$ cat src/rtl/cpu_pkg.sv
// Shared CPU definitions: opcode width, default bus widths and the fetch
// state encoding. Used by ir_fetch, the control unit and the datapath.
package cpu_pkg;

    localparam int unsigned OPCODE_W   = 8;
    localparam int unsigned ADDR_W_DEF = 8;
    localparam int unsigned DATA_W_DEF = 16;

    typedef enum logic [1:0] {
        FETCH_IDLE = 2'd0,
        FETCH_REQ  = 2'd1,
        FETCH_HOLD = 2'd2
    } fetch_state_e;

endpackage

$ cat src/rtl/ir_fetch.sv
// Instruction fetch unit: keeps the PC, fetches words over a req/ack
// handshake, loads the IR and holds the opcode until the CU acknowledges.
// Ports:
//   clk, rst           - clock, async active-high reset
//   mem_req/mem_addr   - fetch request and address (registered)
//   mem_rdata/mem_ack  - returned word and one-cycle completion pulse
//   data_to_cu/operand - opcode byte and operand field of the IR
//   ir_valid, cu_ack   - IR holds an unconsumed instruction / CU consumed it
//   pc_load/pc_target  - branch redirect from the datapath
//   halt               - stop fetching once the current IR is consumed
//   pc                 - address of the next fetch
module ir_fetch
    import cpu_pkg::*;
#(
    parameter int unsigned ADDR_W = ADDR_W_DEF,
    parameter int unsigned DATA_W = DATA_W_DEF
) (
    input  logic                       clk,
    input  logic                       rst,
    output logic                       mem_req,
    output logic [ADDR_W-1:0]          mem_addr,
    input  logic [DATA_W-1:0]          mem_rdata,
    input  logic                       mem_ack,
    output logic [OPCODE_W-1:0]        data_to_cu,
    output logic [DATA_W-OPCODE_W-1:0] operand,
    output logic                       ir_valid,
    input  logic                       cu_ack,
    input  logic                       pc_load,
    input  logic [ADDR_W-1:0]          pc_target,
    input  logic                       halt,
    output logic [ADDR_W-1:0]          pc
);

    fetch_state_e        state_q, state_d;
    logic [ADDR_W-1:0]   pc_q, pc_d;
    logic [ADDR_W-1:0]   mem_addr_q, mem_addr_d;
    logic                mem_req_q, mem_req_d;
    logic [DATA_W-1:0]   ir_q, ir_d;
    logic                ir_valid_q, ir_valid_d;
    logic                redirect_pend_q, redirect_pend_d;
    logic [ADDR_W-1:0]   target_q, target_d;
    logic [ADDR_W-1:0]   redirect_addr;

    // A redirect arriving together with the ack wins over an older saved one.
    assign redirect_addr = pc_load ? pc_target : target_q;

    // Next-state and output logic.
    always_comb begin
        state_d         = state_q;
        pc_d            = pc_q;
        mem_addr_d      = mem_addr_q;
        mem_req_d       = mem_req_q;
        ir_d            = ir_q;
        ir_valid_d      = ir_valid_q;
        redirect_pend_d = redirect_pend_q;
        target_d        = target_q;

        case (state_q)
            FETCH_IDLE: begin
                if (pc_load) begin
                    pc_d = pc_target;
                end
                if (!halt) begin
                    state_d    = FETCH_REQ;
                    mem_req_d  = 1'b1;
                    mem_addr_d = pc_load ? pc_target : pc_q;
                end
            end

            FETCH_REQ: begin
                // mem_req_q=0 here is the single gap cycle after a discarded fetch.
                if (mem_req_q && mem_ack) begin
                    mem_req_d = 1'b0;
                    if (redirect_pend_q || pc_load) begin
                        pc_d            = redirect_addr;
                        mem_addr_d      = redirect_addr;
                        redirect_pend_d = 1'b0;
                    end else begin
                        ir_d       = mem_rdata;
                        ir_valid_d = 1'b1;
                        pc_d       = pc_q + ADDR_W'(1);
                        state_d    = FETCH_HOLD;
                    end
                end else begin
                    mem_req_d = 1'b1;
                    if (pc_load) begin
                        redirect_pend_d = 1'b1;
                        target_d        = pc_target;
                    end
                end
            end

            FETCH_HOLD: begin
                if (pc_load) begin
                    pc_d = pc_target;
                end
                if (cu_ack && ir_valid_q) begin
                    ir_valid_d = 1'b0;
                    if (halt) begin
                        state_d = FETCH_IDLE;
                    end else begin
                        state_d    = FETCH_REQ;
                        mem_req_d  = 1'b1;
                        mem_addr_d = pc_load ? pc_target : pc_q;
                    end
                end
            end

            default: begin
                state_d = FETCH_IDLE;
            end
        endcase
    end

    // State register.
    always_ff @(posedge clk or posedge rst) begin
        if (rst) begin
            state_q         <= FETCH_IDLE;
            pc_q            <= '0;
            mem_addr_q      <= '0;
            mem_req_q       <= 1'b0;
            ir_q            <= '0;
            ir_valid_q      <= 1'b0;
            redirect_pend_q <= 1'b0;
            target_q        <= '0;
        end else begin
            state_q         <= state_d;
            pc_q            <= pc_d;
            mem_addr_q      <= mem_addr_d;
            mem_req_q       <= mem_req_d;
            ir_q            <= ir_d;
            ir_valid_q      <= ir_valid_d;
            redirect_pend_q <= redirect_pend_d;
            target_q        <= target_d;
        end
    end

    assign mem_req    = mem_req_q;
    assign mem_addr   = mem_addr_q;
    assign pc         = pc_q;
    assign ir_valid   = ir_valid_q;
    assign data_to_cu = ir_q[DATA_W-1 -: OPCODE_W];
    assign operand    = ir_q[DATA_W-OPCODE_W-1:0];

endmodule

$ cat config.mk
export PLATFORM = sky130hd
export DESIGN_NAME = ir_fetch
export DESIGN_NICKNAME = d
export VERILOG_FILES = /design/src/rtl/cpu_pkg.sv /design/src/rtl/ir_fetch.sv
export SDC_FILE = /design/constraint.sdc
export NUM_CORES = 1
export LEC_CHECK = 0
export BUFFER_PORTS_ARGS = -buffer_cell sky130_fd_sc_hd__clkbuf_2
export CAP_MARGIN = 20
export CORE_ASPECT_RATIO = 1.4
export CORE_MARGIN = 2
export CORE_UTILIZATION = 47
export CTS_BUF_LIST = sky130_fd_sc_hd__clkbuf_16
export DETAILED_ROUTE_END_ITERATION = 10
export HOLD_SLACK_MARGIN = 0.03
export PLACE_DENSITY = 0.74
export SYNTH_ARGS = -nofsm -noshare
export SYNTH_HDL_FRONTEND = slang
export SYNTH_SLANG_ARGS = --single-unit
$ cat constraint.sdc
create_clock -name clk -period 1.4 [get_ports clk]
set_input_delay 0.07 -clock clk [delete_from_list [all_inputs] [get_ports clk]]
set_output_delay 0.07 -clock clk [all_outputs]
set_load 0.1 [all_outputs]
# == Yosys cells after proc, flatten, opt, wreduce, memory -nomap -nowiden ==
# Index checks and enable logic that the tools add are counted.
# classes
n_bitwise,2
n_eq_ne,8
mux,27
reduce_logical,17
n_addsub,1
# op_table
operator,count
2-to-1 mux 8 bit,8
one-hot mux 8 bit (3 select lines),1
one-hot mux 8 bit (2 select lines),1
AND reduction 4 bit,3
2-to-1 mux 1 bit,10
inequality test 2 bit (second input constant),5
adder 8 x 1 -> 8 bit (second input constant),1
2-to-1 mux 2 bit,4
one-hot mux 2 bit (3 select lines),1
AND reduction 2 bit,3
AND reduction 3 bit,2
nonzero test 2 bit,3
one-hot mux 1 bit (3 select lines),1
nonzero test 3 bit,1
== test 2 x 1 -> 1 bit (second input constant),1
== test 2 bit (second input constant),1
logical AND 1 bit,2
zero test 2 bit,1
inequality test 2 x 1 -> 1 bit (second input constant),1
NOT 1 bit,2
one-hot mux 1 bit (2 select lines),1
OR reduction 2 bit,1
logical OR 1 bit,1
# totals
inputBits,30
regBits,45

# == Longest topological paths before layout ==
# logic_depth
word_depth,4
ltp_mapped,8

# == Worst setup path before layout ==
# OpenSTA, ideal clock, no wires.
# synth_timing
kind,flip-flop to flip-flop
start,"register ir_valid_q, in the netlist ir_valid"
end,"register mem_addr_q[0], in the netlist mem_addr[0]"
n_path_buf,0
required_time_ns,1.275
path_slack_ns,-0.677
arrival_ns,1.952
stages_incl_launch_ff,5
setup_time_ns,0.125
path_cell_list,dfrtp_1 nand2_1 a211oi_1 a21oi_4 mux2_4
# synth_via
elab_chain_cells,3
# synth_rtl
item,line_no,source
from (decl),ir_fetch.sv:39,"logic ir_valid_q, ir_valid_d;"
from (signal assigned),ir_fetch.sv:132,ir_valid_q <= ir_valid_d;
logical AND 1 bit,ir_fetch.sv:97,if (cu_ack && ir_valid_q) begin
inequality test 2 bit (no line),-,
AND reduction 4 bit (no line),-,
to (signal assigned),ir_fetch.sv:129,mem_addr_q <= mem_addr_d;
to (decl),ir_fetch.sv:36,"logic [ADDR_W-1:0] mem_addr_q, mem_addr_d;"
# Every way passes these cells.
# A chain may end at the register's enable or synchronous reset.

# == Worst setup path after layout ==
# layout_timing
start,"register mem_req_q, in the netlist mem_req"
end,"register pc_q[4], in the netlist pc[4]"
# layout_via
elab_chain_cells,3
# layout_rtl
item,line_no,source
from (decl),ir_fetch.sv:37,"logic mem_req_q, mem_req_d;"
from (signal assigned),ir_fetch.sv:130,mem_req_q <= mem_req_d;
logical AND 1 bit,ir_fetch.sv:72,if (mem_req_q && mem_ack) begin
inequality test 2 bit (no line),-,
AND reduction 2 bit (no line),-,
to (signal assigned),ir_fetch.sv:128,pc_q <= pc_d;
to (decl),ir_fetch.sv:35,"logic [ADDR_W-1:0] pc_q, pc_d;"
# Every way passes these cells.

==> impl_metrics.yaml <==
cells_and_area:
  nFillCells: 299
  seq_area_mm2: 0.00115
  fin_util: 0.795
  nets: 387
  area_growth_pct: 63.5
  n_antenna_cell: 0
  multi_input_area_mm2: 0.00145
  drive_gt1_frac: 0.555
floorplan:
  die_w_um: 63.6
  die-area_mm2: 0.00556
  io_pins: 64
  die_h_um: 87.4
  core_mm2: 0.00480
  num_rows: 30
  initial_core_util: 0.486
global_route:
  grt_max_degree: 30
  grt_pass1_vias: 2304
  gr-total-overflow: 0
  grt_usage: 0.252
  grt_pass1_wl_um: 10800
  antenna_found_initial: 0
drt:
  post-route-drc-count: 0
  vias: 2385
  drtIter0Drc: 161
  drt-total-wl_um: 8040
  avgRoutedWirePerCell_um: 19.1
  ant_nets: 0
  vias_per_cell: 5.67
  first_pass_iters: 4
clock_tree:
  cts_buffers: 5
  cts_tree: "built"
  insertion_delay_ps: 290
  path_clk_slew_ps: 70
  clockBufferDepth: 2
  cts.root.buffer_cell: "clkbuf_16"
  clock_sinks: 45
  cts-htree-levels: 2
synthesis:
  synth_area_mm2: 0.00234
  synth_nets: 274
  syn_inst: 243
  avgSynthCellArea_um2: 9.61
  synth-seq-cells: 45
  synthFlopType: "dfrtp_1"
  yosysWarningCount: 0
  ys_seq_area_frac: 0.482
  synth_edf_count: 0
  synth_cell_types: 43
  synth-async-reset-ratio: 1.00
hold_path:
  min_to: "target_q[1]$_DFFE_PP0P_"
  hold_start: "pc_target[1]"
  hp-class: "input port to register"
  holdPathStages: 2
timing:
  relSlewSlack: 0.568
  rsz0062_at_grt: "true"
  period_share: 1.10
  setup_viol: 36
  maxSlewViolCount: 0
  setup_slack_ps: -142
  max_freq_mhz: 648
  finalCriticalPeriod_ps: 1540
  finClkSkew_ps: 12.2
  hold_viol_final: 0
  worst_pin_slew_ps: 645
setup_path:
  cp.required_ps: 1560
  worstRegToRegCells: 6
  timing.rr.start: "mem_req$_DFFE_PP0P_"
  crit_path_start_kind: "register"
  r2r_end: "pc[4]$_DFFE_PP0P_"
  crit_fanout: 5
  r2r_setup_slack_ps: -140
  worst_setup_path_end_kind: "register"
  crit_arrival_ps: 1700
  path_class: "register to register"
placed_design:
  gp_congestion: 0.840
  hpwl_um: 4210
  io_buffer_count: 63
run_status:
  outcome: "finished, violations left"
  violations: "negative setup slack"
run:
  maxCapViolations: 0
-- Yosys cell counts (2+ instances only) --
cell / count / area [um^2]
o21ai_0: 4 / 20.0
a21oi_1: 12 / 60.1
nand2b_1: 4 / 25.0
clkbuf_1: 5 / 18.8
inv_1: 6 / 22.5
buf_2: 6 / 30.0
a31oi_1: 3 / 18.8
xnor2_1: 3 / 26.3
nand3b_1: 3 / 22.5
nor2_1: 14 / 52.6
mux2i_1: 10 / 100
nor3_1: 4 / 20.0
nor3b_1: 2 / 15.0
dfrtp_1: 45 / 1130
mux2_1: 8 / 90.1
nor2b_1: 5 / 31.3
a211oi_1: 2 / 15.0
o21a_1: 3 / 22.5
nand2_1: 61 / 229
and3_1: 2 / 12.5
o22ai_1: 2 / 12.5
o21ai_1: 7 / 35.0
mux2_4: 8 / 120
buf_6: 3 / 33.8
nand3_1: 3 / 15.0
-- stage by stage --
step | cells | cell area (um^2) | hold slack, ps | setup TNS (ps) | setup slack, ps
after floorplan | 243 | 2400 | 164 | -5350 | -333
after CTS | 411 | 3420 | 32.7 | -721 | -53.6
after global routing | 421 | 3820 | 40.4 | -3770 | -166
after detailed placement | 383 | 2950 | 75.3 | -4740 | -191
final | 421 | 3820 | 31.7 | -2300 | -142
after global placement | 383 | 2950 | 67.6 | -3390 | -141
-- final cells by class --
cell class                      instances  share of cell area
Multi-Input combinational cell        177               0.378
Sequential cell                        45               0.302
Timing Repair Buffer                  121               0.249
Clock buffer                            5              0.0328
Tap cell                               64              0.0210
Clock inverter                          3              0.0111
Inverter                                6             0.00590
-- cells by family (layout without fill, tap and decap cells) --
group / after synthesis / in the layout / share of synthesized area
buffers and inverters: 21 / 135 / 0.0482
AO/OA/AOI/OAI: 44 / 44 / 0.122
adder cells (fa/ha/maj): 1 / 1 / 0.00536
multiplexers: 26 / 26 / 0.133
XOR/XNOR: 4 / 4 / 0.0150
flip-flops: 45 / 45 / 0.482
AND/OR/NAND/NOR: 102 / 102 / 0.194
-- worst max-delay path: stages (launching register included) --
cell,delay (ps)
dfrtp_4,470
buf_6,130
nand4b_1,110
buf_4,140
nor2_4,60
a311oi_1,390
o21ai_1,120
-- layout by cell type, fill, tap and decap left out, drive strengths merged, types with 4 or more instances in the layout --
cell	n
nor2	14
buf	41
o21ai	11
nor2b	5
dfrtp	45
inv	6
nand2b	4
nand2	61
clkbuf	67
a21oi	13
mux2i	10
nor3	4
dlygate4sd3	18
mux2	16
-- what timing repair did --
action / CTS / global route
cloned: 0 / 2
pin swaps: 3 / 29
hold endpoints to repair: 32 / 1
hold buffers: 17 / 1
setup endpoints to repair: 38 / 40
buffers inserted: 3 / 7
resized for setup: 24 / 83
-- layer usage --
metal	vias up	track usage	wire [um]
met2	104	0.462	4570
met4	0	0.119	272
met1	1200	0.274	2850
met3	23	0.0543	343
met5	-	0	0
li1	1058	-	-
-- state kept, by name (all words and copies together) (netlist names) --
name and cells:
state_q 2, ir_q 16, mem_addr 8, mem_req 1
ir_valid 1, redirect_pend_q 1, pc 8, target_q 8
-- worst max-delay path by stage --
| stage | startpoint | cells past startpoint | endpoint |
|---|---|---|---|
| floorplan | mem_req$_DFFE_PP0P_ | 4 | mem_addr[0]$_DFFE_PP0P_ |
| global placement | mem_req$_DFFE_PP0P_ | 3 | mem_addr[5]$_DFFE_PP0P_ |
| detailed placement | state_q[1]$_DFFE_PP0P_ | 4 | mem_addr[5]$_DFFE_PP0P_ |
| CTS | mem_req$_DFFE_PP0P_ | 4 | mem_addr[6]$_DFFE_PP0P_ |
| global route | mem_req$_DFFE_PP0P_ | 6 | pc[4]$_DFFE_PP0P_ |
| finish | mem_req$_DFFE_PP0P_ | 6 | pc[4]$_DFFE_PP0P_ |
Power is left out: the tool's default activity adds up to more than one toggle a clock period on the data nets, which glitch-free logic cannot reach.
